## src/rtl/if_fetch_unit.sv

```systemverilog
// Instruction fetch: holds the PC, issues one-outstanding word reads and realigns RV32IC instructions into the IF/ID slot.
// Latency: the output slot is loaded in the imem_rvalid_i cycle, so instr_valid_o rises one cycle after rvalid.
// Backpressure: the output slot holds while id_ready_i=0; no new read is issued until the slot is free.
// Optional macro IF_RVC_EN builds the halfword buffer and compressed/spanning realignment.
module if_fetch_unit #(
    parameter logic [31:0] RESET_PC = 32'h0000_0000,
    parameter int          ADDR_W   = 10
) (
    input  logic              clk,
    input  logic              rst_n,
    output logic              imem_req_o,
    output logic [ADDR_W-1:0] imem_addr_o,
    input  logic              imem_rvalid_i,
    input  logic [31:0]       imem_rdata_i,
    input  logic              redirect_i,
    input  logic [31:0]       redirect_pc_i,
    input  logic              id_ready_i,
    output logic              instr_valid_o,
    output logic [31:0]       instr_o,
    output logic [31:0]       pc_o,
    output logic              is_compressed_o
);

    // pc_q is the PC of the next instruction to emit; fetch_pc_q is the next word to read.
    logic [31:0] pc_q, pc_d;
    logic [31:0] fetch_pc_q, fetch_pc_d;
    logic        outst_q, outst_d;
    logic        drop_q, drop_d;

    // IF/ID output slot
    logic        slot_vld_q, slot_vld_d;
    logic [31:0] slot_instr_q, slot_instr_d;
    logic [31:0] slot_pc_q, slot_pc_d;

    logic        slot_free;
    logic        rsp_take;
    logic        buf_supply;
    logic        req;
    logic [31:0] redir_pc;
    logic [31:0] fetch_pc_next;
    logic        unused_bits;

`ifdef IF_RVC_EN
    // Buffered upper halfword; when valid its PC is always pc_q (pc_q[1]=1).
    logic [15:0] buf_q, buf_d;
    logic        buf_vld_q, buf_vld_d;
    logic        slot_comp_q, slot_comp_d;
    logic [15:0] rd_lo, rd_hi;

    assign rd_lo      = imem_rdata_i[15:0];
    assign rd_hi      = imem_rdata_i[31:16];
    assign buf_supply = buf_vld_q && (buf_q[1:0] != 2'b11);
    assign redir_pc   = {redirect_pc_i[31:1], 1'b0};
`else
    assign buf_supply = 1'b0;
    assign redir_pc   = {redirect_pc_i[31:2], 2'b00};
`endif

    assign unused_bits   = ^{redirect_pc_i[1:0], fetch_pc_q[1:0]};
    assign slot_free     = !slot_vld_q || id_ready_i;
    assign rsp_take      = imem_rvalid_i && outst_q && !drop_q;
    assign fetch_pc_next = {fetch_pc_q[31:2] + 30'd1, 2'b00};

    // A read is issued only when the buffer cannot supply the next instruction and the slot can take the result.
    assign req = rst_n && !outst_q && !redirect_i && !buf_supply && slot_free;

    assign imem_req_o    = req;
    assign imem_addr_o   = fetch_pc_q[ADDR_W+1:2];
    assign instr_valid_o = slot_vld_q;
    assign instr_o       = slot_instr_q;
    assign pc_o          = slot_pc_q;
`ifdef IF_RVC_EN
    assign is_compressed_o = slot_comp_q;
`else
    assign is_compressed_o = 1'b0;
`endif

    // Next-state: redirect first, then a memory response, then emission straight from the buffer.
    always_comb begin
        pc_d         = pc_q;
        fetch_pc_d   = fetch_pc_q;
        outst_d      = outst_q;
        drop_d       = drop_q;
        slot_vld_d   = slot_vld_q && !id_ready_i;
        slot_instr_d = slot_instr_q;
        slot_pc_d    = slot_pc_q;
`ifdef IF_RVC_EN
        slot_comp_d  = slot_comp_q;
        buf_d        = buf_q;
        buf_vld_d    = buf_vld_q;
`endif
        if (imem_rvalid_i && outst_q) begin
            outst_d = 1'b0;
            drop_d  = 1'b0;
        end
        if (req) begin
            outst_d = 1'b1;
        end

        if (redirect_i) begin
            pc_d       = redir_pc;
            fetch_pc_d = redir_pc;
            slot_vld_d = 1'b0;
            // A response still in flight belongs to the old path; one arriving now is simply ignored.
            drop_d     = outst_q && !imem_rvalid_i;
`ifdef IF_RVC_EN
            buf_vld_d  = 1'b0;
`endif
        end else if (rsp_take) begin
            fetch_pc_d = fetch_pc_next;
`ifdef IF_RVC_EN
            if (!pc_q[1]) begin
                if (rd_lo[1:0] != 2'b11) begin
                    slot_vld_d   = 1'b1;
                    slot_instr_d = {16'h0000, rd_lo};
                    slot_pc_d    = pc_q;
                    slot_comp_d  = 1'b1;
                    buf_d        = rd_hi;
                    buf_vld_d    = 1'b1;
                    pc_d         = pc_q + 32'd2;
                end else begin
                    slot_vld_d   = 1'b1;
                    slot_instr_d = imem_rdata_i;
                    slot_pc_d    = pc_q;
                    slot_comp_d  = 1'b0;
                    buf_vld_d    = 1'b0;
                    pc_d         = pc_q + 32'd4;
                end
            end else if (buf_vld_q) begin
                // Buffer holds the lower half of a 32-bit instruction spanning into this word.
                slot_vld_d   = 1'b1;
                slot_instr_d = {rd_lo, buf_q};
                slot_pc_d    = pc_q;
                slot_comp_d  = 1'b0;
                buf_d        = rd_hi;
                buf_vld_d    = 1'b1;
                pc_d         = pc_q + 32'd4;
            end else if (rd_hi[1:0] != 2'b11) begin
                // Redirect into an odd halfword: the upper half is a complete compressed instruction.
                slot_vld_d   = 1'b1;
                slot_instr_d = {16'h0000, rd_hi};
                slot_pc_d    = pc_q;
                slot_comp_d  = 1'b1;
                buf_vld_d    = 1'b0;
                pc_d         = pc_q + 32'd2;
            end else begin
                // Redirect into an odd halfword that starts a 32-bit instruction: park it and read on.
                buf_d     = rd_hi;
                buf_vld_d = 1'b1;
            end
`else
            slot_vld_d   = 1'b1;
            slot_instr_d = imem_rdata_i;
            slot_pc_d    = pc_q;
            pc_d         = pc_q + 32'd4;
`endif
        end
`ifdef IF_RVC_EN
        else if (buf_supply && slot_free) begin
            slot_vld_d   = 1'b1;
            slot_instr_d = {16'h0000, buf_q};
            slot_pc_d    = pc_q;
            slot_comp_d  = 1'b1;
            buf_vld_d    = 1'b0;
            pc_d         = pc_q + 32'd2;
        end
`endif
    end

    // State registers with synchronous active-low reset.
    always_ff @(posedge clk) begin
        if (!rst_n) begin
            pc_q         <= RESET_PC;
            fetch_pc_q   <= RESET_PC;
            outst_q      <= 1'b0;
            drop_q       <= 1'b0;
            slot_vld_q   <= 1'b0;
            slot_instr_q <= 32'h0;
            slot_pc_q    <= 32'h0;
`ifdef IF_RVC_EN
            slot_comp_q  <= 1'b0;
            buf_q        <= 16'h0;
            buf_vld_q    <= 1'b0;
`endif
        end else begin
            pc_q         <= pc_d;
            fetch_pc_q   <= fetch_pc_d;
            outst_q      <= outst_d;
            drop_q       <= drop_d;
            slot_vld_q   <= slot_vld_d;
            slot_instr_q <= slot_instr_d;
            slot_pc_q    <= slot_pc_d;
`ifdef IF_RVC_EN
            slot_comp_q  <= slot_comp_d;
            buf_q        <= buf_d;
            buf_vld_q    <= buf_vld_d;
`endif
        end
    end

endmodule

```

## config.mk

```make
export PLATFORM = sky130hd
export DESIGN_NAME = if_fetch_unit
export DESIGN_NICKNAME = d
export VERILOG_FILES = /design/src/rtl/if_fetch_unit.sv
export SDC_FILE = /design/constraint.sdc
export NUM_CORES = 1
export LEC_CHECK = 0
export ABC_AREA = 1
export CAP_MARGIN = 30
export CELL_PAD_IN_SITES_DETAIL_PLACEMENT = 1
export CELL_PAD_IN_SITES_GLOBAL_PLACEMENT = 1
export CORE_ASPECT_RATIO = 2
export CORE_MARGIN = 2
export CORE_UTILIZATION = 35
export CTS_CLUSTER_DIAMETER = 80
export DETAILED_ROUTE_END_ITERATION = 6
export GPL_TIMING_DRIVEN = 0
export MAX_ROUTING_LAYER = met4
export PLACE_DENSITY_LB_ADDON = 0.25
export SLEW_MARGIN = 10
export SYNTH_ARGS = -nofsm -noshare
export SYNTH_HDL_FRONTEND = slang
export SYNTH_SLANG_ARGS = --single-unit
```

## constraint.sdc

```tcl
create_clock -name clk -period 2.93 [get_ports clk]
set_input_delay 0.586 -clock clk [delete_from_list [all_inputs] [get_ports clk]]
set_output_delay 0.586 -clock clk [all_outputs]
set_load 0.1 [all_outputs]
```

==> metrics.md, run 1 <==
| Metric | Value |
|---|---|
| Status | `complete, no violations` |
| Drt via density | `5.056` |
| Global route overflow | `0` |
| Number of global-route vias before repair | `around 5600` |
| Hold crit path type | `flop to flop` |
| Maximum fanout along the worst path | `14` |
| Via count | `5354` |
| Hold WS | `~0.47 ns` |
| Die Ht | `around 170 um` |
| # port buffers | `roughly 140` |
| Fin crit period | `approximately 2.7 ns` |
| Critical path class | `primary input to output pin` |
| DP HPWL | `roughly 15 mm` |
| Initial core utilization | `around 35%` |
| Share of cells above drive strength 1 | `about 6.1%` |
| CP bufs+invs | `2` |
| Die X | `roughly 88 um` |
| WL/cell | `between 15 and 20 um` |
| Most frequent cells in the layout | `nor2_1, clkdlybuf4s50_1, nand2_1` |
| R2r setup slk | `about 1.2 ns` |
| Clock root cell | `clkbuf_16` |
| Syn avg cell area | `about 7 um^2` |
| CTS tree | `built` |
| WP depth | `4` |
| Cell leakage power | `between 2 and 3 nW` |
| Gate Count Post-Synth | `715` |
| H-tree Lvls | `3` |
| Number of synthesized flops with an enable pin | `0` |
| Area contributors post-synth | `dfxtp_1, nor2_1, nand2_1, o21ai_0, inv_1` |
| Area delta synth->final | `39.00%` |
| Endpoints failing setup | `0` |
| Final Hold Viols | `0` |
| Largest net degree at the start of global routing | `19` |
| Top-level I/O count | `between 100 and 150` |
| Clock skew | `approximately 0.013 ns` |
| CP arrival | `~2.1 ns` |
| Synth cell types | `34` |
| Top cell type by total area after synthesis | `dfxtp_1` |
| Clk Latency, worst-skew pair | `approximately 0.36 ns` |
| Period utilization | `approximately 92%` |
| Power Density | `505.1 nW/um^2` |
| Yosys warnings | `0` |
| Clk sinks | `around 110` |
| CTS Buf Count | `9` |
| Core area | `around 14000 um^2` |
| Post-route antenna net violation count | `0` |
| Crit path capture | `imem_req_o` |
| Yosys top cell area share | `between 40 and 50%` |
| Post-CTS Hold Buffers | `0` |
| Critical path capture point type | `output pin` |
| Largest stage delay, worst path | `0.63 ns` |
| Initial DRC Count | `172` |
| Async SR Flop Fraction | `0%` |
| Max Cap Viol | `0` |
| Startpoint class of the critical path | `primary input` |
| GRT Util Overall | `between 20% and 30%` |
| First element of the critical path | `rst_n` |
| RR Startpoint | `outst_q` |
| First-pass GRT wire length | `28.62 mm` |
| Critical path, cell by cell | `dlygate4sd2_1, nand3_1, nor2_2, clkdlybuf4s15_2` |
| Req. time, crit path | `roughly 2.3 ns` |
| Top Family by Delay on Critical Path | `buffers and inverters` |
| Initial antenna violation count | `0` |
| Ant diodes | `0` |
| Upper clock frequency limit | `0.3692 GHz` |
| Dominant register cell in the synthesized netlist | `dfxtp_1` |
| Longest Clk Path Bufs | `2` |
| FP Rows | `61` |
| Nets | `937` |
| Final Util | `49.29%` |
| First-pass iteration count of the detailed router | `5` |
| Total Routed Length | `around 19 mm` |
| Actual slew at the worst max-slew pin | `approximately 1.0 ns` |
| Mapped Area | `between 4000 and 5000 um^2` |
| RSZ-0062 raised after global routing | `no` |
| Reg2reg path depth | `8` |
| DIE AREA | `between 15000 and 20000 um^2` |
| FF-to-FF End | `pc_q[31]` |
| Count of pins over their slew limit | `0` |
| Worst path slowest cell | `dlygate4sd2_1` |
| Clock-pin slew of the registers on the worst-case setup and hold paths | `0.07 ns` |
| Leading cell type in the layout, fill and taps excluded | `nor2_1` |
| GP Congestion | `between 0.8 and 0.9` |
| Max VDD drop | `between 0.3 and 0.4 mV` |
| Slew headroom | `between 30% and 40%` |
| Register area share after synthesis | `~43%` |
| Yosys reg bits | `~110` |
| DR DRC count | `0` |
-- timing repair --
| item | in CTS | in global routing |
|---|---|---|
| resized for setup | 4 | 0 |
| buffers inserted | 0 | 0 |
| setup endpoints to repair | 1 | 0 |
-- per-layer routing --
metal	GRT usage (%)	vias to the layer above	part of all wire, %
met2	49.11	152	56
met1	25.11	2553	36
li1	-	2610	-
met4	12.78	0	4.2
met3	2.495	39	3.6
met5	-	-	0
-- cell usage after synthesis (3+ instances only) --
| library cell | count |
|---|---|
| nand2_1 | 131 |
| o21ai_0 | 67 |
| nand3_1 | 41 |
| clkbuf_1 | 17 |
| nor3_1 | 11 |
| inv_1 | 57 |
| a31oi_1 | 11 |
| xor2_1 | 3 |
| nor2_1 | 168 |
| nand4_1 | 5 |
| nor2_4 | 5 |
| o211ai_1 | 10 |
| dfxtp_1 | 105 |
| buf_4 | 9 |
| buf_2 | 11 |
| a211oi_1 | 7 |
| a21oi_1 | 33 |
-- logic make-up after synthesis --
group	share of synthesized area, %
flops	42.91
simple gates	31.72
xor+xnor	0.5365
other cells	0.07655
compound gates	15.45
fa+ha+maj	0.5108
buf+inv	8.787
-- flip-flops by register name (all words and copies together) (netlist names) --
| signal | cells |
|---|---|
| instr_o | 32 |
| drop_q | 1 |
| pc_o | 30 |
| fetch_pc_q | 10 |
| pc_q | 30 |
| instr_valid_o | 1 |
| outst_q | 1 |
-- power by group --
| group | switching (W) | internal (W) | leakage [nW] |
|---|---|---|---|
| combinational | 0.000483 | 0.000220 | 1.71 |
| sequential | 0.0000717 | 0.00149 | 0.858 |
| clock | 0.000584 | 0.000586 | 0.138 |
| total | 0.00114 | 0.00230 | 2.71 |
-- worst min-delay path by stage --
stage                     cells past startpoint     start        to  slack, ns
after detailed placement                      2  pc_o[30]  pc_o[30]       0.46
after global placement                        2  pc_o[21]  pc_o[21]       0.46
after floorplan                               2  pc_q[31]  pc_o[31]       0.47
final                                         2  pc_o[30]  pc_o[30]       0.47
after global routing                          2  pc_o[12]  pc_o[12]       0.50
after CTS                                     2  pc_o[30]  pc_o[30]       0.47
-- worst register-to-register path: cells and delay by family (launching register included) --
kind / cells / cell delay [ns]
simple gates: 6 / 0.92
flops: 1 / 0.37
buf+inv: 2 / 0.37
-- through the flow --
step                setup slack (ns)  instances  cell area, um^2  TNS (ns)  power, W
CTS                           0.2427       1059             6809         0  0.003464
detailed placement           -0.7830       1045             6536   -0.7830  0.002300
global placement             -0.7516       1045             6536   -0.7516  0.002283
finish                        0.2212       1059             6809         0  0.003439
global route                  0.1393       1059             6809         0  0.003565
floorplan                     0.3999        717             4908         0  0.002043
-- area by class of cell --
type	count	area, um^2
flip-flops and latches	105	2102
repair buffers	139	1391
clock buffers	9	225.2
fillers	1797	7005
clock inverters	6	51.30
plain buffers	38	205.2
inverters	59	221.5
multi-input cells	514	2376
well taps	189	236.5
Note: power is estimated with default switching activity, not from simulation.
==> run 2, diff against run 1 <==
==> constraint.sdc (replaced) <==
create_clock -name clk -period 2.93 [get_ports clk]
set_input_delay 0.879 -clock clk [delete_from_list [all_inputs] [get_ports clk]]
set_output_delay 0.879 -clock clk [all_outputs]
set_load 0.1 [all_outputs]
==> run 2 against run 1 <==
  * Critical path depth shrank 3
  * Flip-flop and latch count is the same
  * Count of clock-buffer cells in the layout is the same
  * Power is essentially flat
  * First-iteration DRC count shrank 12%
  * Utilization grew 0.091 points
  * Die area is the same
  * Sequential share of layout area shrank 0.057 points
  * Design area grew 0.18%
  * Clock skew shrank 0.0032 ns
  * Combinational power is essentially flat
  * Clock power is essentially flat
  * Largest cell class unchanged
==> metrics.md, run 2 (synthesis gave the netlist of run 1 again) <==
| Metric | Value |
|---|---|
| CTS Buf Count | `9 (unchanged)` |
| Cell leakage power | `2.730 nW (+0.71%)` |
| GRT Util Overall | `26.10% (+0.25 points)` |
| Reg2reg path depth | `9 (+1)` |
| H-tree Lvls | `3 (unchanged)` |
| Drt via density | `5.092 (+0.71%)` |
| Area delta synth->final | `39.26%` |
| Endpoints failing setup | `0 (unchanged)` |
| RSZ-0062 raised after global routing | `no` |
| Startpoint class of the critical path | `flop` |
| Die X | `87.65 um (unchanged)` |
| Post-CTS Hold Buffers | `0 (unchanged)` |
| Worst path slowest cell | `clkdlybuf4s50_1` |
| Power Density | `503.8 nW/um^2 (-0.25%)` |
| CP bufs+invs | `1 (-1)` |
| GP Congestion | `0.8997 (+1.6%)` |
| Number of global-route vias before repair | `5752 (+3.2%)` |
| Slew headroom | `31.55% (+0.63 points)` |
| Area after DPL | `6541 um^2 (about the same)` |
| Hold Path Depth | `2 (unchanged)` |
| Final Hold Viols | `0 (unchanged)` |
| Die Ht | `171.3 um (unchanged)` |
| FP Rows | `61 (unchanged)` |
| Top-level I/O count | `146 (unchanged)` |
| Upper clock frequency limit | `0.3491 GHz (-5.4%)` |
| Pre-CTS setup slack | `-1.390 ns (-0.6074 ns)` |
| Leading cell type in the layout, fill and taps excluded | `nor2_1` |
| Critical path, cell by cell | `clkdlybuf4s50_1` |
| # port buffers | `139 (unchanged)` |
| DP HPWL | `14.63 mm (+0.20%)` |
| Critical path capture point type | `output pin` |
| CP arrival | `1.99 ns (-0.13 ns)` |
| Ant diodes | `0 (unchanged)` |
| CTS tree | `built` |
| Internal power | `0.002304 W (+0.16%)` |
| Longest Clk Path Bufs | `2 (unchanged)` |
| Clock root cell | `clkbuf_16` |
| Initial core utilization | `35.46% (unchanged)` |
| Req. time, crit path | `2.05 ns (-0.29 ns)` |
| DR DRC count | `0 (unchanged)` |
| RR Startpoint | `pc_q[14]` |
| Worst hold path startpoint | `pc_o[12]` |
| Clock share of power | `33.9% (about the same)` |
| Critical path class | `flop to output pin` |
| Via count | `5392 (+0.71%)` |
| WL/cell | `17.67 um (+0.46%)` |
| Comb pwr share | `20.5% (about the same)` |
| Clock-pin slew of the registers on the worst-case setup and hold paths | `0.07 ns (about the same)` |
| Clk Latency, worst-skew pair | `0.35 ns (about the same)` |
| Global route overflow | `0 (unchanged)` |
| Total negative slack | `0 ns (unchanged)` |
| Max reg flops | `32 (unchanged)` |
| Post-route antenna net violation count | `0 (unchanged)` |
| Period utilization | `97.77% (+5.3 points)` |
| Total Routed Length | `18.71 mm (+0.46%)` |
| Sw frac | `32.97% (-0.15 points)` |
| Top Family by Delay on Critical Path | `buffers and inverters` |
| Status | `complete, no violations` |
| Hold crit path type | `flop to flop` |
| Nets | `937 (unchanged)` |
| First-pass iteration count of the detailed router | `4 (-1)` |
| Reg power frac | `45.5% (about the same)` |
| Clk sinks | `105 (unchanged)` |
| Hold WS | `0.4672 ns (+0.0007070 ns)` |
| R2r setup slk | `1.08 ns (-0.11 ns)` |
| First-pass GRT wire length | `29.04 mm (+1.5%)` |
| Actual slew at the worst max-slew pin | `1.024 ns (-0.009451 ns)` |
| Initial DRC Count | `151 (-12%)` |
| Setup ws final | `0.06532 ns (-0.1559 ns)` |
| Largest net degree at the start of global routing | `19 (unchanged)` |
| Max Cap Viol | `0 (unchanged)` |
| Largest stage delay, worst path | `1.18 ns (+0.55 ns)` |
| Share of cells above drive strength 1 | `6.207% (+0.11 points)` |
| Net Sw Power | `0.001133 W (-0.53%)` |
| Initial antenna violation count | `0 (unchanged)` |
| Count of pins over their slew limit | `0 (unchanged)` |
| DIE AREA | `15010 um^2 (unchanged)` |
| WHS Endpoint | `pc_o[12]` |
| Most frequent cells in the layout | `nor2_1, clkdlybuf4s50_1, nand2_1` |
| Fin crit period | `2.865 ns (+0.1559 ns)` |
| Layout Cell Area excl Fill | `6822 um^2 (+0.18%)` |
| Clock skew | `0.009903 ns (-0.003196 ns)` |
| Max VDD drop | `0.2594 mV (-18%)` |
| Core area | `13810 um^2 (unchanged)` |
| FF-to-FF End | `pc_q[28]` |
| Maximum fanout along the worst path | `7 (-7)` |
==> run 2: what timing repair did <==
action                                  in CTS  in global routing
gates resized for setup                     10                  2
setup buffers                                0                  0
endpoints found under the setup margin       1                  2
==> run 2: power groups by stage <==
stage | clock, W | combinational [W] | sequential [W]
finish | 0.00117 | 0.000705 | 0.00157
detailed placement | 0 | 0.000705 | 0.00160
CTS | 0.00119 | 0.000709 | 0.00156
global placement | 0 | 0.000688 | 0.00159
global route | 0.00125 | 0.000751 | 0.00157
floorplan | 0 | 0.000228 | 0.00182
==> run 2: final cells by class <==
type / count / area (um^2)
clock inverters: 6 / 51.30
plain buffers: 38 / 207.7
flip-flops and latches: 105 / 2102
well taps: 189 / 236.5
repair buffers: 139 / 1396
fillers: 1786 / 6993
multi-input cells: 514 / 2381
inverters: 59 / 221.5
clock buffers: 9 / 225.2
==> run 2: routing by layer <==
layer	GRT usage, %	wire length, um
met5	-	0
met1	24.76	6671
met4	13.51	851
met3	3.455	655
met2	49.31	10530
==> run 2: stage by stage <==
stage                     instances  util, %  total power, W
after floorplan                 717        -        0.002044
after detailed placement       1045    47.35        0.002302
after CTS                      1059    49.33        0.003465
final                          1059    49.38        0.003437
after global placement         1045    47.35        0.002281
after global routing           1059    49.38        0.003573
==> run 2: worst max-delay path by stage <==
stage / cells past startpoint / endpoint / startpoint
floorplan: 5 / imem_req_o / redirect_i
global placement: 5 / imem_req_o / rst_n
detailed placement: 5 / imem_req_o / rst_n
CTS: 1 / imem_addr_o[4] / fetch_pc_q[6]
global route: 6 / imem_req_o / redirect_i
finish: 1 / imem_addr_o[5] / fetch_pc_q[7]
==> patch (settings of run 2) <==
The option `IF_RVC_EN` is turned on by a define.
--- a/src/rtl/if_fetch_unit.sv
+++ b/src/rtl/if_fetch_unit.sv
@@ -2,6 +2,8 @@
 // Latency: the output slot is loaded in the imem_rvalid_i cycle, so instr_valid_o rises one cycle after rvalid.
 // Backpressure: the output slot holds while id_ready_i=0; no new read is issued until the slot is free.
 // Optional macro IF_RVC_EN builds the halfword buffer and compressed/spanning realignment.
+`define IF_RVC_EN
+
 module if_fetch_unit #(
     parameter logic [31:0] RESET_PC = 32'h0000_0000,
     parameter int          ADDR_W   = 10
Behaviour: not the same (a bounded check fails within 4 cycles, from zero or initial values and one cycle with rst_n low).
==> patch against run 2 <==
Die area rose by 42%. Cell area is 40% higher. Core utilization down 1.3 points. Critical path type unchanged. Critical path depth stayed put. Combinational power rose by 39%. Area after synthesis increased by 44%. Largest power group is now clock. Count of clock-buffer cells in the layout up 9. Sequential cell count rose by 22. Setup slack worse by 0.023 ns. Wire length grew 69%. Power grew 55%. Synthesized cell count up 51%.
==> patch: results <==
export IMPL_status="completed"
export IMPL_crit_arrival_ns=2.01
export IMPL_viasPerCell=5.40
export IMPL_ys_types=41
export IMPL_cts_made_buffers=17
export IMPL_place_hpwl_um=24900
export IMPL_port_buffers=143
export IMPL_place_area_sq_um=8810
export IMPL_synth_seq_area_share_pct=36.1
export IMPL_grt_total_usage_pct=30.8
export IMPL_peakVddDrop_uv=318
export IMPL_fin_nets=1318
export IMPL_drtIter0Drc=308
export IMPL_routed_wl_um=31500
export IMPL_r2r_cells=9
export IMPL_grt_pass1_vias=8911
export IMPL_cp_max_fo=3
export IMPL_endpoint="imem_addr_o[9]"
export IMPL_avgSynthCellArea_sq_um=6.51
export IMPL_grt_max_degree=17
export IMPL_r2r_end="instr_o[9]"
export IMPL_gp_congestion=0.936
export IMPL_wl_per_cell_um=20.7
export IMPL_switching_share_pct=30.6
export IMPL_startpoint="fetch_pc_q[11]"
export IMPL_holdWs_ns=0.459
export IMPL_cts_setup_buffers=2
export IMPL_drive_gt1_share_pct=9.37
export IMPL_r2r_slack_ns=0.59
export IMPL_htreeDepth=4
export IMPL_power_density_nw_per_um2=560
export IMPL_reg2reg_from="pc_q[1]"
export IMPL_preCtsSetupSlack_ns=-1.70
export IMPL_clock_insertion_delay_worst_skew_ns=0.43
export IMPL_leakage_nw=3.70
export IMPL_num_fill_cells=2637
export IMPL_ctsResizeCount=16
export IMPL_comb_power_mw=0.980
export IMPL_dp_cells=1487
export IMPL_finClkSkew_ns=0.00893
export IMPL_fin_util_pct=48.1
export IMPL_pg_seq_mw=1.89
export IMPL_synth_net_count=1154
export IMPL_tightest_slew_ns=1.00
export IMPL_firstDrtPassIters=5
export IMPL_synth_top_cells_by_count="nand2_1 (284), dfxtp_1 (127), nor2_1 (119)"
export IMPL_grt_pass1_wl_um=48200
[patch: area by class of cell]
class / count / share of cell area (%)
Sequential cell: 127 / 26.7
Clock inverter: 14 / 2.49
Tap cell: 262 / 3.44
Buffer: 59 / 3.16
Timing Repair Buffer: 145 / 15.4
Inverter: 77 / 3.09
Clock buffer: 18 / 4.50
Multi-Input combinational cell: 819 / 41.2
[patch: logic make-up (layout without fill, tap and decap cells)]
| group | count (synthesis) | in the layout | share of synthesized area [%] |
|---|---|---|---|
| DFF | 127 | 127 | 36.1 |
| and+or+nand+nor | 533 | 533 | 32.6 |
| adders and majority gates | 3 | 3 | 0.533 |
| buffers and inverters | 136 | 313 | 8.46 |
| xor gates and xnor gates | 13 | 13 | 1.62 |
| AOI/OAI and AO/OA | 270 | 270 | 20.7 |
[patch: per-layer routing]
layer | track usage, % | part of all wire [%]
met5 | - | 0
met1 | 25.3 | 32
met2 | 58.4 | 56
met3 | 4.01 | 2.5
met4 | 27.9 | 9.8
